## config.mk

```make
export PLATFORM = sky130hd
export DESIGN_NAME = im_program_loader_flat
export DESIGN_NICKNAME = d
export VERILOG_FILES = /design/src/rtl/im_program_loader_if.sv /design/src/rtl/im_program_loader.sv /design/src/flat_wrapper.sv
export SDC_FILE = /design/constraint.sdc
export NUM_CORES = 1
export LEC_CHECK = 0
export ABC_AREA = 0
export ABC_CLOCK_PERIOD_IN_PS = 6300
export CAP_MARGIN = 30
export CORE_ASPECT_RATIO = 1.25
export CORE_UTILIZATION = 30
export CTS_BUF_LIST = sky130_fd_sc_hd__clkbuf_4
export DETAILED_ROUTE_END_ITERATION = 12
export SLEW_MARGIN = 0
export SYNTH_ARGS = -nofsm -noshare
export SYNTH_HDL_FRONTEND = slang
export SYNTH_SLANG_ARGS = --single-unit
export TNS_END_PERCENT = 30
```

## constraint.sdc

```tcl
create_clock -name clk -period 6.3 [get_ports clk]
set_input_delay 1.26 -clock clk [delete_from_list [all_inputs] [get_ports clk]]
set_output_delay 1.26 -clock clk [all_outputs]
set_load 0.005 [all_outputs]
```

## src/rtl/im_program_loader_if.sv

```systemverilog
// -----------------------------------------------------------------------------
// im_program_loader_if
// Purpose: groups the byte stream, IM write port, processor control and status
//          signals of the program loader.
// Modports:
//   slave  - the loader: consumes the stream/abort/clear/stop, drives the rest
//   master - the feeder side: drives the stream/abort/clear/stop, observes rest
// Signals:
//   in_valid/in_byte/in_ready        byte stream handshake
//   abort_i, err_clr_i                abort of load/run, error clear
//   im_w_en/im_w_addr/im_w_data       instruction memory write port
//   cpu_rst_o, start_o, stop_i        processor reset, start pulse, stop flag
//   busy_o, done_o, err_o             status
//   words_loaded_o                    words written in the current load
// -----------------------------------------------------------------------------
interface im_program_loader_if #(
    parameter int unsigned ADDR_WIDTH = 8,
    parameter int unsigned DATA_WIDTH = 16,
    parameter int unsigned BYTE_WIDTH = 8
);
    logic                  in_valid;
    logic [BYTE_WIDTH-1:0] in_byte;
    logic                  in_ready;
    logic                  abort_i;
    logic                  err_clr_i;
    logic                  im_w_en;
    logic [ADDR_WIDTH-1:0] im_w_addr;
    logic [DATA_WIDTH-1:0] im_w_data;
    logic                  cpu_rst_o;
    logic                  start_o;
    logic                  stop_i;
    logic                  busy_o;
    logic                  done_o;
    logic                  err_o;
    logic [ADDR_WIDTH-1:0] words_loaded_o;

    modport slave (
        input  in_valid, in_byte, abort_i, err_clr_i, stop_i,
        output in_ready, im_w_en, im_w_addr, im_w_data, cpu_rst_o, start_o,
               busy_o, done_o, err_o, words_loaded_o
    );

    modport master (
        output in_valid, in_byte, abort_i, err_clr_i, stop_i,
        input  in_ready, im_w_en, im_w_addr, im_w_data, cpu_rst_o, start_o,
               busy_o, done_o, err_o, words_loaded_o
    );
endinterface

```

## src/rtl/im_program_loader.sv

```systemverilog
// -----------------------------------------------------------------------------
// im_program_loader
// Purpose: receives a program frame [N][hi][lo]...[CHK] over a valid/ready byte
//          stream, writes 16-bit words into IM from address 0, verifies the XOR
//          checksum and then releases and starts the processor, closing the run
//          when the processor raises its stop flag.
// Ports:
//   clk  - rising-edge clock
//   rst  - asynchronous active-low reset
//   bus  - im_program_loader_if.slave (stream, IM write, processor control,
//          status)
// -----------------------------------------------------------------------------
module im_program_loader #(
    parameter int unsigned ADDR_WIDTH = 8,
    parameter int unsigned DATA_WIDTH = 16,
    parameter int unsigned BYTE_WIDTH = 8
) (
    input  logic                clk,
    input  logic                rst,
    im_program_loader_if.slave  bus
);

    typedef enum logic [2:0] {
        S_IDLE,
        S_HI,
        S_LO,
        S_CHK,
        S_START,
        S_RUN,
        S_ERR
    } state_t;

    state_t                r_state;
    logic [BYTE_WIDTH-1:0] r_n;
    logic [ADDR_WIDTH-1:0] r_addr;
    logic [BYTE_WIDTH-1:0] r_csum;
    logic [BYTE_WIDTH-1:0] r_hi;
    logic                  r_im_w_en;
    logic [ADDR_WIDTH-1:0] r_im_w_addr;
    logic [DATA_WIDTH-1:0] r_im_w_data;
    logic                  r_cpu_rst;
    logic                  r_start;
    logic                  r_busy;
    logic                  r_done;
    logic                  r_err;
    logic [ADDR_WIDTH-1:0] r_words;

    logic                  w_hs;
    logic                  w_last;

    // Moore ready: the loader takes bytes only while waiting for frame content
    assign bus.in_ready = (r_state inside {S_IDLE, S_HI, S_LO, S_CHK});
    assign w_hs         = bus.in_valid & bus.in_ready;
    assign w_last       = (BYTE_WIDTH'(r_addr) == (r_n - BYTE_WIDTH'(1)));

    // Loader FSM with registered outputs
    always_ff @(posedge clk or negedge rst) begin
        if (!rst) begin
            r_state     <= S_IDLE;
            r_n         <= '0;
            r_addr      <= '0;
            r_csum      <= '0;
            r_hi        <= '0;
            r_im_w_en   <= 1'b0;
            r_im_w_addr <= '0;
            r_im_w_data <= '0;
            r_cpu_rst   <= 1'b1;
            r_start     <= 1'b0;
            r_busy      <= 1'b0;
            r_done      <= 1'b0;
            r_err       <= 1'b0;
            r_words     <= '0;
        end else begin
            // Pulse outputs default low every cycle
            r_im_w_en <= 1'b0;
            r_start   <= 1'b0;
            r_done    <= 1'b0;

            // Abort wins over everything; also swallows a same-cycle LO write
            if (bus.abort_i && (r_state != S_IDLE)) begin
                r_state   <= S_IDLE;
                r_cpu_rst <= 1'b1;
                r_err     <= 1'b0;
                r_busy    <= 1'b0;
            end else begin
                case (r_state)
                    S_IDLE: begin
                        // A zero-length header is consumed and dropped
                        if (w_hs && (bus.in_byte != '0)) begin
                            r_n     <= bus.in_byte;
                            r_addr  <= '0;
                            r_csum  <= '0;
                            r_words <= '0;
                            r_busy  <= 1'b1;
                            r_state <= S_HI;
                        end
                    end
                    S_HI: begin
                        if (w_hs) begin
                            r_hi    <= bus.in_byte;
                            r_csum  <= r_csum ^ bus.in_byte;
                            r_state <= S_LO;
                        end
                    end
                    S_LO: begin
                        if (w_hs) begin
                            r_csum      <= r_csum ^ bus.in_byte;
                            r_im_w_en   <= 1'b1;
                            r_im_w_addr <= r_addr;
                            r_im_w_data <= DATA_WIDTH'({r_hi, bus.in_byte});
                            r_words     <= ADDR_WIDTH'(r_addr + ADDR_WIDTH'(1));
                            if (w_last) begin
                                r_state <= S_CHK;
                            end else begin
                                r_addr  <= ADDR_WIDTH'(r_addr + ADDR_WIDTH'(1));
                                r_state <= S_HI;
                            end
                        end
                    end
                    S_CHK: begin
                        if (w_hs) begin
                            if (bus.in_byte == r_csum) begin
                                r_state <= S_START;
                            end else begin
                                r_err   <= 1'b1;
                                r_state <= S_ERR;
                            end
                        end
                    end
                    S_START: begin
                        r_cpu_rst <= 1'b0;
                        r_start   <= 1'b1;
                        r_state   <= S_RUN;
                    end
                    S_RUN: begin
                        // stop_i is only meaningful once the processor runs
                        if (bus.stop_i) begin
                            r_done    <= 1'b1;
                            r_cpu_rst <= 1'b1;
                            r_busy    <= 1'b0;
                            r_state   <= S_IDLE;
                        end
                    end
                    S_ERR: begin
                        r_cpu_rst <= 1'b1;
                        if (bus.err_clr_i) begin
                            r_err   <= 1'b0;
                            r_busy  <= 1'b0;
                            r_state <= S_IDLE;
                        end
                    end
                    default: begin
                        r_cpu_rst <= 1'b1;
                        r_busy    <= 1'b0;
                        r_state   <= S_IDLE;
                    end
                endcase
            end
        end
    end

    assign bus.im_w_en        = r_im_w_en;
    assign bus.im_w_addr      = r_im_w_addr;
    assign bus.im_w_data      = r_im_w_data;
    assign bus.cpu_rst_o      = r_cpu_rst;
    assign bus.start_o        = r_start;
    assign bus.busy_o         = r_busy;
    assign bus.done_o         = r_done;
    assign bus.err_o          = r_err;
    assign bus.words_loaded_o = r_words;

endmodule

```

## src/flat_wrapper.sv

```systemverilog
// flat-port wrapper written by rule: the top's interface ports become plain ports
module im_program_loader_flat 
#(
    parameter int unsigned ADDR_WIDTH = 8,
    parameter int unsigned DATA_WIDTH = 16,
    parameter int unsigned BYTE_WIDTH = 8
)
  (clk, rst, bus_in_valid, bus_in_byte, bus_abort_i, bus_err_clr_i, bus_stop_i, bus_in_ready, bus_im_w_en, bus_im_w_addr, bus_im_w_data, bus_cpu_rst_o, bus_start_o, bus_busy_o, bus_done_o, bus_err_o, bus_words_loaded_o);
  im_program_loader_if #(.ADDR_WIDTH(ADDR_WIDTH), .DATA_WIDTH(DATA_WIDTH), .BYTE_WIDTH(BYTE_WIDTH)) bus_i ();
  input  logic clk;
  input  logic rst;
  input wire logic [$bits(bus_i.in_valid)-1:0] bus_in_valid;
  input wire logic [$bits(bus_i.in_byte)-1:0] bus_in_byte;
  input wire logic [$bits(bus_i.abort_i)-1:0] bus_abort_i;
  input wire logic [$bits(bus_i.err_clr_i)-1:0] bus_err_clr_i;
  input wire logic [$bits(bus_i.stop_i)-1:0] bus_stop_i;
  output wire logic [$bits(bus_i.in_ready)-1:0] bus_in_ready;
  output wire logic [$bits(bus_i.im_w_en)-1:0] bus_im_w_en;
  output wire logic [$bits(bus_i.im_w_addr)-1:0] bus_im_w_addr;
  output wire logic [$bits(bus_i.im_w_data)-1:0] bus_im_w_data;
  output wire logic [$bits(bus_i.cpu_rst_o)-1:0] bus_cpu_rst_o;
  output wire logic [$bits(bus_i.start_o)-1:0] bus_start_o;
  output wire logic [$bits(bus_i.busy_o)-1:0] bus_busy_o;
  output wire logic [$bits(bus_i.done_o)-1:0] bus_done_o;
  output wire logic [$bits(bus_i.err_o)-1:0] bus_err_o;
  output wire logic [$bits(bus_i.words_loaded_o)-1:0] bus_words_loaded_o;
  assign bus_i.in_valid = bus_in_valid;
  assign bus_i.in_byte = bus_in_byte;
  assign bus_i.abort_i = bus_abort_i;
  assign bus_i.err_clr_i = bus_err_clr_i;
  assign bus_i.stop_i = bus_stop_i;
  assign bus_in_ready = bus_i.in_ready;
  assign bus_im_w_en = bus_i.im_w_en;
  assign bus_im_w_addr = bus_i.im_w_addr;
  assign bus_im_w_data = bus_i.im_w_data;
  assign bus_cpu_rst_o = bus_i.cpu_rst_o;
  assign bus_start_o = bus_i.start_o;
  assign bus_busy_o = bus_i.busy_o;
  assign bus_done_o = bus_i.done_o;
  assign bus_err_o = bus_i.err_o;
  assign bus_words_loaded_o = bus_i.words_loaded_o;
  im_program_loader #(.ADDR_WIDTH(ADDR_WIDTH), .DATA_WIDTH(DATA_WIDTH), .BYTE_WIDTH(BYTE_WIDTH)) u_core (.clk(clk), .rst(rst), .bus(bus_i));
endmodule
```

Word-level counts from Yosys, hierarchy flattened
Cells that the tools add are included.
Storage, ports and cells
  register bits: 73
  latch bits: 0
  bits in writable memories: 0
  ROM bits: 0
  input port bits: 14
  output and inout bits: 39
  memories kept: 0
Cells by class
  add/sub/neg operators: 2
  multiply operators: 0
  div/mod/pow operators: 0
  order comparisons: 0
  equality and inequality tests: 21
  shift-type cells: 0
  muxes and demuxes: 38
  bitwise operators: 3
  reductions and logical operators: 22
Operators by type and width (number)
  one-hot mux 8 bit (2 select lines): 3
  two-way mux 8 bit: 5
  two-way mux 3 bit: 7
  one-hot mux 3 bit (7 select lines): 1
  two-way mux 1 bit: 17
  equality test 8 bit: 2
  AND reduction 4 bit: 4
  inequality test 3 x 2 -> 1 bit (second input constant): 5
  equality test 3 bit (second input constant): 3
  AND reduction 3 bit: 3
  adder 8 x 1 -> 8 bit (second input constant): 1
  inequality test 2 x 1 -> 1 bit (second input constant): 4
  nonzero test 8 bit: 1
  OR reduction 4 bit: 2
  subtractor 8 x 1 -> 8 bit (second input constant): 1
  XOR 8 bit: 1
  equality test 3 x 2 -> 1 bit (second input constant): 2
  inequality test 3 bit (second input constant): 2
  AND reduction 6 bit: 1
  nonzero test 3 bit: 2
  AND reduction 5 bit: 1
  two-way mux 2 bit: 2
  inequality test 2 bit (second input constant): 2
  one-hot mux 1 bit (4 select lines): 1
  other kinds (11): 13

Longest topological paths before layout
Gate-level depths: netlist (run 1).
  depth in word-level cells: 7
  mapped depth: 9

Least setup slack after synthesis (run 1)
Ideal clock, no wire load.
  path type: input -> register
  from: in bus_abort_i
  to: reg u_core.r_addr[0]
  arrival time: 2.627 ns
  setup slack: 3.548 ns
  stages on the path: 6
  buffers on the path: 0
  path through: a211o_1 -> a311o_1 -> nor3_4 -> inv_2 -> o22ai_2 -> mux2_4
On the way
  cells in the longest elaborated chain, start to end: 3
Ends and longest elaborated chain
  start, declared: line flat_wrapper.sv:14  | input wire logic [$bits(bus_i.abort_i)-1:0] bus_abort_i;
  logical AND 1 bit: line im_program_loader.sv:80  | if (bus.abort_i && (r_state != S_IDLE)) begin
  inverter 1 bit (no source line)
  AND reduction 5 bit (no source line)
  end signal, assigned: line im_program_loader.sv:115  | r_addr <= ADDR_WIDTH'(r_addr + ADDR_WIDTH'(1));
  end, declared: line im_program_loader.sv:35  | logic [ADDR_WIDTH-1:0] r_addr;
No other way between the ends.
A chain may end at the register's enable or synchronous reset.

Worst setup path after layout (run 1)
Ends and elaborated chain as after synthesis.

==> run metrics, run 1 <==
total power draw=around 1.9 mW; Primary FF master, synth=dfrtp_1; Final WS setup=between 2 and 3 ns; wire per inst=between 15 and 20 um; total global routing overflow=0; Final Hold Fails=0; share of layout cells above drive strength 1=0.133; Storage cell area=between 1500 and 2000 um^2; cell taking the most area after synthesis=dfrtp_1; core area=about 12,000 um^2; Starting Density=0.307; Layout Skew=approximately 0.015 ns; WL final=between 9000 and 10,000 um; Synth area leaders=dfrtp_1 48%, nand2_1 9.0%, mux2_2 5.1%; post-synth top area share=0.482; Post-Route Utilization=0.373; Worst EP required=~6.6 ns; Antenna Violating Nets Remaining=0; pin count of the biggest net entering global routing=between 70 and 80; min Tclk post-route=around 3.6 ns; normalized max-slew margin=0.337; CTS tree=done; Via Count=3,020; clock slew at reported path FFs=0.13 ns; drt first pass iters=4; post-CTS sizing=0; Yosys cell types=53; sequential area share after synthesis=0.489; Async SR Flop Fraction=1.00; slowest stage cell, crit path=clkdlybuf4s50_1; Psw=0.762 mW; root buf cell=clkbuf_4; Worst Setup End Kind=register; clk_lat worst skew=approximately 0.45 ns; # rows=45; FMAX=roughly 280 MHz; synthesis-stage register bit count=between 70 and 80; startpoint types=input port; H-tree Lvls=3; Post-DP HPWL=between 6000 and 7000 um; total track usage=0.153; Tcrit/Tclk final=0.564; switch share=0.393; Final Net Count=around 450; vias in the first global route=around 3,000; Mapped Cells=roughly 390; io pins=53; Placer Congestion=approximately 0.8; max incr delay on CP=roughly 0.65 ns; DR iter-0 viols=~140; setup TNS=0 ns; Least-Margin Pin Slew=0.987 ns; RSZ-0062 raised after global routing=no; crit-path max FO=20; setup slack at placement=around 2.3 ns; largest buffer count on any clock path=2; HP Class=reg2reg; EDFF count, synth=0; Mean Syn Cell Area=between 9 and 10 um^2; Clk network pwr share=0.162; static leakage=just under 2 nW; Die Height=roughly 130 um; drt via density=~5; Final Max Tran Viols=0; Mapped Area=3740 um^2; Layout area overhead=21.5%; Crit Path Class=in2reg; CTS sink cnt=73; Post-synth top cells=90 x nand2_1, 72 x dfrtp_1, 25 x o21ai_0; Logic pwr share=0.421; DIE AREA=12,900 um^2; die width=around 100 um; PortBufs=between 50 and 60; Int Pwr=roughly 1.2 mW; first-pass GRT wire length=15,200 um; count leader, synth=nand2_1; Yosys warnings=0; Pwr Density=roughly 430 nW/um^2; antenna violations before repair=1; Worst EP arrival=~4 ns; CTS Buf Count=9; fill cell count=1,232; status=complete, no violations; worst vdd ir=roughly 160 uV; Max Cap Violations=0; power share of the sequential group=0.417; post-CTS setup repair buffer count=0; final setup vio count=0; footprint of the multi-input gates=about 1800 um^2; CTS Hold Buffers Added=0; critical-path cell list=clkdlybuf4s50_1 > a211o_1 > a311o_1 > nor3_4 > inv_2 > o22ai_2 > mux2_4; Post-route DRC=0; Post-Syn Nets=between 400 and 500
## placed cells by master, fill, tap and decap left out, types with 2 or more instances in the layout
master,instances
nand2_1,90
dfrtp_1,72
clkdlybuf4s50_1,51
o21ai_0,25
nor2_1,21
a21oi_1,20
mux2_2,17
xnor2_1,17
inv_1,10
clkbuf_4,9
nand3_1,8
o21ba_2,8
nor3_1,7
o31ai_1,7
xor2_1,6
nand4_1,5
mux2i_1,4
o211ai_1,4
nor4_1,3
a22o_1,3
o41ai_2,3
inv_6,3
nand2b_1,2
and3_1,2
a211oi_1,2
a31oi_1,2
ha_1,2
buf_4,2
## worst paths after layout
| check | startpoint | to | depth (start not counted) | slack (ns) |
|---|---|---|---|---|
| max in group asynchronous | rst | u_core.r_csum[1] | 2 | 5.09 |
| min in group asynchronous | rst | u_core.r_state[0] | 1 | 0.65 |
| min | u_core.r_hi[1] | u_core.bus.im_w_data[9] | 2 | 0.47 |
| max reg2reg | u_core.r_state[1] | u_core.bus.im_w_data[0] | 7 | 2.98 |
| min reg2reg | u_core.r_hi[1] | u_core.bus.im_w_data[9] | 2 | 0.47 |
| max | bus_abort_i | u_core.r_addr[0] | 7 | 2.75 |
## critical path, delay by kind of cell
family / cells / cell delay, ns
buffers and inverters: 2 / 0.74
muxes: 1 / 0.32
and+or+nand+nor: 1 / 0.35
AOI/OAI and AO/OA: 3 / 1.20
## sequential cells by signal, indices dropped and copies added, names as in the netlist
register / flops
u_core.r_csum: 8
u_core.bus.words_loaded_o: 8
u_core.bus.im_w_en: 1
u_core.bus.im_w_data: 16
u_core.bus.done_o: 1
u_core.r_addr: 8
u_core.bus.start_o: 1
u_core.bus.im_w_addr: 8
u_core.bus.busy_o: 1
u_core.r_hi: 8
u_core.r_n: 8
u_core.r_state: 3
u_core.bus.err_o: 1
u_core.bus.cpu_rst_o: 1
## power groups by stage
stage | Combinational, mW | Sequential [mW] | Clock, mW
2_1_floorplan | 0.574 | 0.749 | 0
3_3_place_gp | 0.798 | 0.811 | 0
3_5_place_dp | 0.816 | 0.816 | 0
4_1_cts | 0.821 | 0.807 | 0.322
5_1_grt | 0.910 | 0.829 | 0.343
6_report | 0.817 | 0.810 | 0.314
## cell type report
| type | instances | area share |
|---|---|---|
| repair buffers | 54 | 0.122 |
| multi-input cells | 281 | 0.388 |
| diodes | 1 | 0.000551 |
| well taps | 164 | 0.0452 |
| clock buffers | 9 | 0.0149 |
| inverters | 12 | 0.00992 |
| clock inverters | 7 | 0.0171 |
| flip-flops and latches | 73 | 0.402 |
## per-layer routing
layer,global-route usage,part of all wire,vias to the layer above,routed length (um)
li1,-,-,1433,-
met1,0.192,0.44,1517,4050
met2,0.250,0.51,57,4730
met3,0.0336,0.030,13,280
met4,0.0681,0.019,0,175
met5,0,0,-,0
## stage by stage
step	cell area, um^2	std cells	hold WS, ns
final	4540	601	0.471
after global routing	4540	601	0.509
after CTS	4510	599	0.472
after detailed placement	4370	583	0.457
after global placement	4370	583	0.456
after floorplan	3740	387	0.433
## kinds of logic after synthesis
logic type / after synthesis / synth area share
muxes: 22 / 0.0659
DFF: 73 / 0.489
adders and majority gates: 2 / 0.00669
xor gates and xnor gates: 24 / 0.0582
and+or+nand+nor: 147 / 0.178
AOI/OAI and AO/OA: 86 / 0.162
buffers and inverters: 33 / 0.0395
(Power assumes the default switching activity.)
==> inputs of run 2 (changes only) <==
Settings changed: ABC_CLOCK_PERIOD_IN_PS 6300 to 3570.
Clock period 6.3 ns to 3.57 ns, I/O delays scaled along.
==> run metrics, run 2 (synthesized netlist as in run 1, its figures left out) <==
antenna violations before repair=1; Final Max Tran Viols=0; CTS sink cnt=between 70 and 80; Logic pwr share=0.428; Post-DP HPWL=6410 um; largest buffer count on any clock path=2; Worst EP required=between 3 and 4 ns; Psw=1.31 mW; final hold slack=approximately 0.08 ns; Die Height=roughly 130 um; clock slew at reported path FFs=~0.13 ns; Starting Density=0.307; worst vdd ir=between 200 and 300 uV; first-pass GRT wire length=15,200 um; final instance count without filler cells=roughly 610; Int Pwr=2.09 mW; RSZ-0062 raised after global routing=no; DR iter-0 viols=93; DIE AREA=between 10,000 and 15,000 um^2; Placer Congestion=between 0.8 and 0.9; HP Class=in2async; Final Net Count=between 400 and 500; drt via density=between 4 and 5; CTS tree=done; setup TNS=0 ns; Worst EP arrival=3.04 ns; clk_lat worst skew=~0.44 ns; reg2reg end=u_core.r_addr[7]; CTS Hold Buffers Added=0; vias in the first global route=3,026; Via Count=slightly below 3,000; root buf cell=clkbuf_4; Tcrit/Tclk final=0.761; core area=~12,000 um^2; setup slack at placement=0.639 ns; Crit Path Class=reg2reg; startpoint types=register; CTS Buf Count=9; # rows=45; final setup vio count=0; share of layout cells above drive strength 1=0.143; die width=102 um; drt first pass iters=4; Layout Skew=0.0219 ns; static leakage=1.98 nW; normalized max-slew margin=0.554; Post-route DRC=0; max FFs per register=16; Register-to-Register Path Depth=6; most common cell after layout, fill and taps aside=nand2_1; wire per inst=14.9 um; FMAX=368 MHz; Antenna Violating Nets Remaining=0; PortBufs=52; commonest non-fill, non-tap cells in the layout=90 x nand2_1, 72 x dfrtp_1, 51 x clkdlybuf4s50_1, 25 x o21ai_0, 21 x nor2_1; crit-path max FO=18; WL final=between 9000 and 10,000 um; Final WS setup=0.853 ns; Post-Place Cells=between 500 and 600; Clk network pwr share=0.156; H-tree Lvls=3; total power draw=between 3 and 4 mW; Final Hold Fails=0; r2r setup slk=0.85 ns; power share of the sequential group=0.416; Least-Margin Pin Slew=0.665 ns; status=complete, no violations; pin count of the biggest net entering global routing=74; Layout area overhead=22.5%; FF-to-FF Start=u_core.r_state[1]; Pwr Density=between 700 and 800 nW/um^2; switch share=0.385; Worst Setup SP=u_core.r_state[1]; total global routing overflow=0; post-CTS sizing=0; total track usage=0.152; io pins=between 50 and 60; Worst Setup End Kind=register; min Tclk post-route=2.72 ns; post-CTS setup repair buffer count=0; Max Cap Violations=0
==> run 2: cell count changes in the layout (fill, tap and decap cells not counted) <==
| cell | previous run | this run |
|---|---|---|
| buf_4 | 2 | 8 |
| clkinv_2 | 1 | 2 |
| inv_6 | 3 | 1 |
| clkinv_1 | 1 | 2 |
==> run 2: how the worst max path moves through the flow <==
stage,to,slack (ns),cells after the start
floorplan,u_core.r_addr[0],1.36,6
global placement,u_core.r_addr[0],0.67,6
global route,u_core.r_addr[7],0.62,6
detailed placement,u_core.r_addr[0],0.64,6
finish,u_core.r_addr[7],0.85,6
CTS,u_core.r_addr[7],0.86,6
==> run 2: layout make-up <==
| class | count | area [um^2] |
|---|---|---|
| diodes | 1 | 2.50 |
| well taps | 164 | 205 |
| fillers | 1253 | 7580 |
| repair buffers | 60 | 598 |
| flip-flops and latches | 73 | 1830 |
| inverters | 12 | 45.0 |
| clock inverters | 7 | 68.8 |
| multi-input cells | 281 | 1760 |
| clock buffers | 9 | 67.6 |
==> run 2: per-stage QoR <==
| step | utilization | instance area (um^2) |
|---|---|---|
| floorplan | - | 3740 |
| finish | 0.376 | 4580 |
| global route | 0.376 | 4580 |
| detailed placement | 0.363 | 4410 |
| CTS | 0.374 | 4550 |
| global placement | 0.363 | 4410 |
==> run 2: critical path, cell delays in order (launching register included) <==
cell and delay (ns):
dfrtp_1 0.68, or3b_1 0.63, nor3_1 0.26, o211ai_1 0.21, nor2_1 0.30, o31ai_1 0.22
a32o_1 0.30
==> run 2: power groups by stage <==
stage                     clock network, mW  logic [mW]  registers, mW
after floorplan                           0        1.01           1.32
after global placement                    0        1.42           1.42
after detailed placement                  0        1.46           1.44
after CTS                             0.552        1.47           1.42
after global routing                  0.585        1.63           1.47
final                                 0.531        1.45           1.41
==> run 2: metal layers <==
metal,up-vias,wire [um],global-route usage
met1,1467,3850,0.184
met5,-,0,0
met4,0,127,0.0647
met3,8,251,0.0259
li1,1447,-,-
met2,54,4830,0.264
==> inputs of run 3 (changes only) <==
Settings changed: ABC_CLOCK_PERIOD_IN_PS 3570 to 2300.
Clock period 3.57 ns to 2.3 ns, I/O delays scaled along.
==> run metrics, run 3 (synthesized netlist as in run 1, its figures left out) <==
vias in the first global route=~3,200; # rows=45; clk_lat worst skew=roughly 0.45 ns; Register-to-Register Path Depth=10; static leakage=roughly 2.2 nW; max FFs per register=16; Die Height=~130 um; power share of the sequential group=0.376; first-pass GRT wire length=~16,000 um; Post-Place Cells=630; Via Count=between 3,000 and 4,000; post-CTS setup repair buffer count=0; Worst Setup End Kind=primary output; total global routing overflow=0; CTS sink cnt=73; final instance count without filler cells=between 600 and 700; DIE AREA=between 10,000 and 15,000 um^2; worst vdd ir=about 330 uV; r2r setup slk=0.16 ns; Final Max Tran Viols=0; Tcrit/Tclk final=0.960; crit-path max FO=10; reg2reg end=u_core.r_addr[3]; largest buffer count on any clock path=2; FMAX=about 450 MHz; Layout Skew=0.0288 ns; Post-route DRC=0; clock slew at reported path FFs=around 0.13 ns; Pwr Density=between 1000 and 1500 nW/um^2; RSZ-0062 raised after global routing=no; Final Net Count=slightly below 500; Post-DP HPWL=about 7000 um; Worst EP required=1.84 ns; grt met1 use=0.184; status=complete, no violations; Max Cap Violations=0; total track usage=0.157; M3 GR Usage=0.0386; normalized max-slew margin=0.542; drt via density=between 4 and 5; root buf cell=clkbuf_4; H-tree Lvls=3; most common cell after layout, fill and taps aside=nand2_1; Worst EP arrival=about 1.8 ns; wire per inst=14.4 um; Crit Path Class=reg2out; setup TNS=0 ns; PortBufs=between 50 and 60; min Tclk post-route=~2.2 ns; Logic pwr share=0.469; setup slack at placement=-0.269 ns; Antenna Violating Nets Remaining=0; io pins=53; pin count of the biggest net entering global routing=42; FF-to-FF Start=u_core.r_n[1]; antenna violations before repair=1; Starting Density=0.307; startpoint types=register; core area=~12,000 um^2; DR iter-0 viols=140; commonest non-fill, non-tap cells in the layout=90 x nand2_1, 71 x dfrtp_1, 51 x clkdlybuf4s50_1, 48 x buf_4, 25 x o21ai_0; CTS tree=done; drt first pass iters=4; Psw=around 2.1 mW; share of layout cells above drive strength 1=0.226; HP Class=reg2reg; WL final=just over 9000 um; die width=approximately 100 um; Final Hold Fails=0; Least-Margin Pin Slew=just under 0.7 ns; met2 Use GR=0.270; GR peak layer=met2; Layout area overhead=31.6%; Clk network pwr share=0.155; Worst Setup EP=bus_in_ready; Worst Setup SP=u_core.r_state[2]; switch share=0.376; Placer Congestion=around 0.85; final setup vio count=0; Final WS setup=between 0.09 and 0.1 ns; Int Pwr=between 3 and 4 mW; CTS Buf Count=9
-- run 3: changes by cell type in the layout (fill, tap and decap cells not counted), sizes merged --
cell,previous run,this run
buf,9,49
clkinv,5,2
dlygate4sd3,0,1
inv,12,15
-- run 3: through the flow --
stage	cell area (um^2)	util	power [mW]	hold WS [ns]
after floorplan	3740	-	3.62	0.164
after global placement	4730	0.389	4.64	0.447
after detailed placement	4730	0.389	4.73	0.455
after CTS	4900	0.403	5.62	0.487
after global routing	4920	0.405	6.02	0.510
final	4920	0.405	5.60	0.487
-- run 3: layer usage --
metal  vias to the layer above  part of all wire
li1                       1533                 -
met1                      1512              0.42
met2                        73              0.52
met3                        21             0.034
met4                         0             0.028
met5                         -                 0
-- run 3: worst min-delay path by stage --
stage,slack (ns),depth (start not counted),endpoint,startpoint
4_1_cts,0.49,2,u_core.bus.im_w_data[8],u_core.r_hi[0]
6_report,0.49,2,u_core.bus.words_loaded_o[3],u_core.bus.words_loaded_o[3]
3_5_place_dp,0.45,2,u_core.bus.im_w_data[15],u_core.r_hi[7]
2_1_floorplan,0.16,0,u_core.bus.busy_o,rst
3_3_place_gp,0.45,2,u_core.bus.im_w_data[15],u_core.r_hi[7]
5_1_grt,0.51,2,u_core.bus.im_w_data[15],u_core.r_hi[7]
-- run 3: final cells by class --
type                    count  area [um^2]
fillers                  1234         7240
flip-flops and latches     73         1830
multi-input cells         281         1790
repair buffers            101          901
well taps                 164          205
clock inverters             7         83.8
clock buffers               9         67.6
inverters                  12         45.0
diodes                      1         2.50
-- run 3: power by group through the flow --
stage / Clock (mW) / Combinational, mW / Sequential, mW
CTS: 0.902 / 2.62 / 2.09
global placement: 0 / 2.54 / 2.10
detailed placement: 0 / 2.61 / 2.12
finish: 0.871 / 2.63 / 2.10
floorplan: 0 / 1.57 / 2.05
global route: 0.955 / 2.90 / 2.17
-- run 3: worst max-delay path, stage by stage (launching register included) --
cell	delay, ns
dfrtp_1	0.42
buf_4	0.18
inv_1	0.17
clkdlybuf4s50_1	0.54
-- run 3: what timing repair did --
| action | CTS | global route |
|---|---|---|
| hold endpoints to repair | 16 | 0 |
| cloned | 0 | 0 |
| hold buffers | 1 | 0 |
| setup endpoints to repair | 1 | 6 |
| gates resized for setup | 1 | 5 |
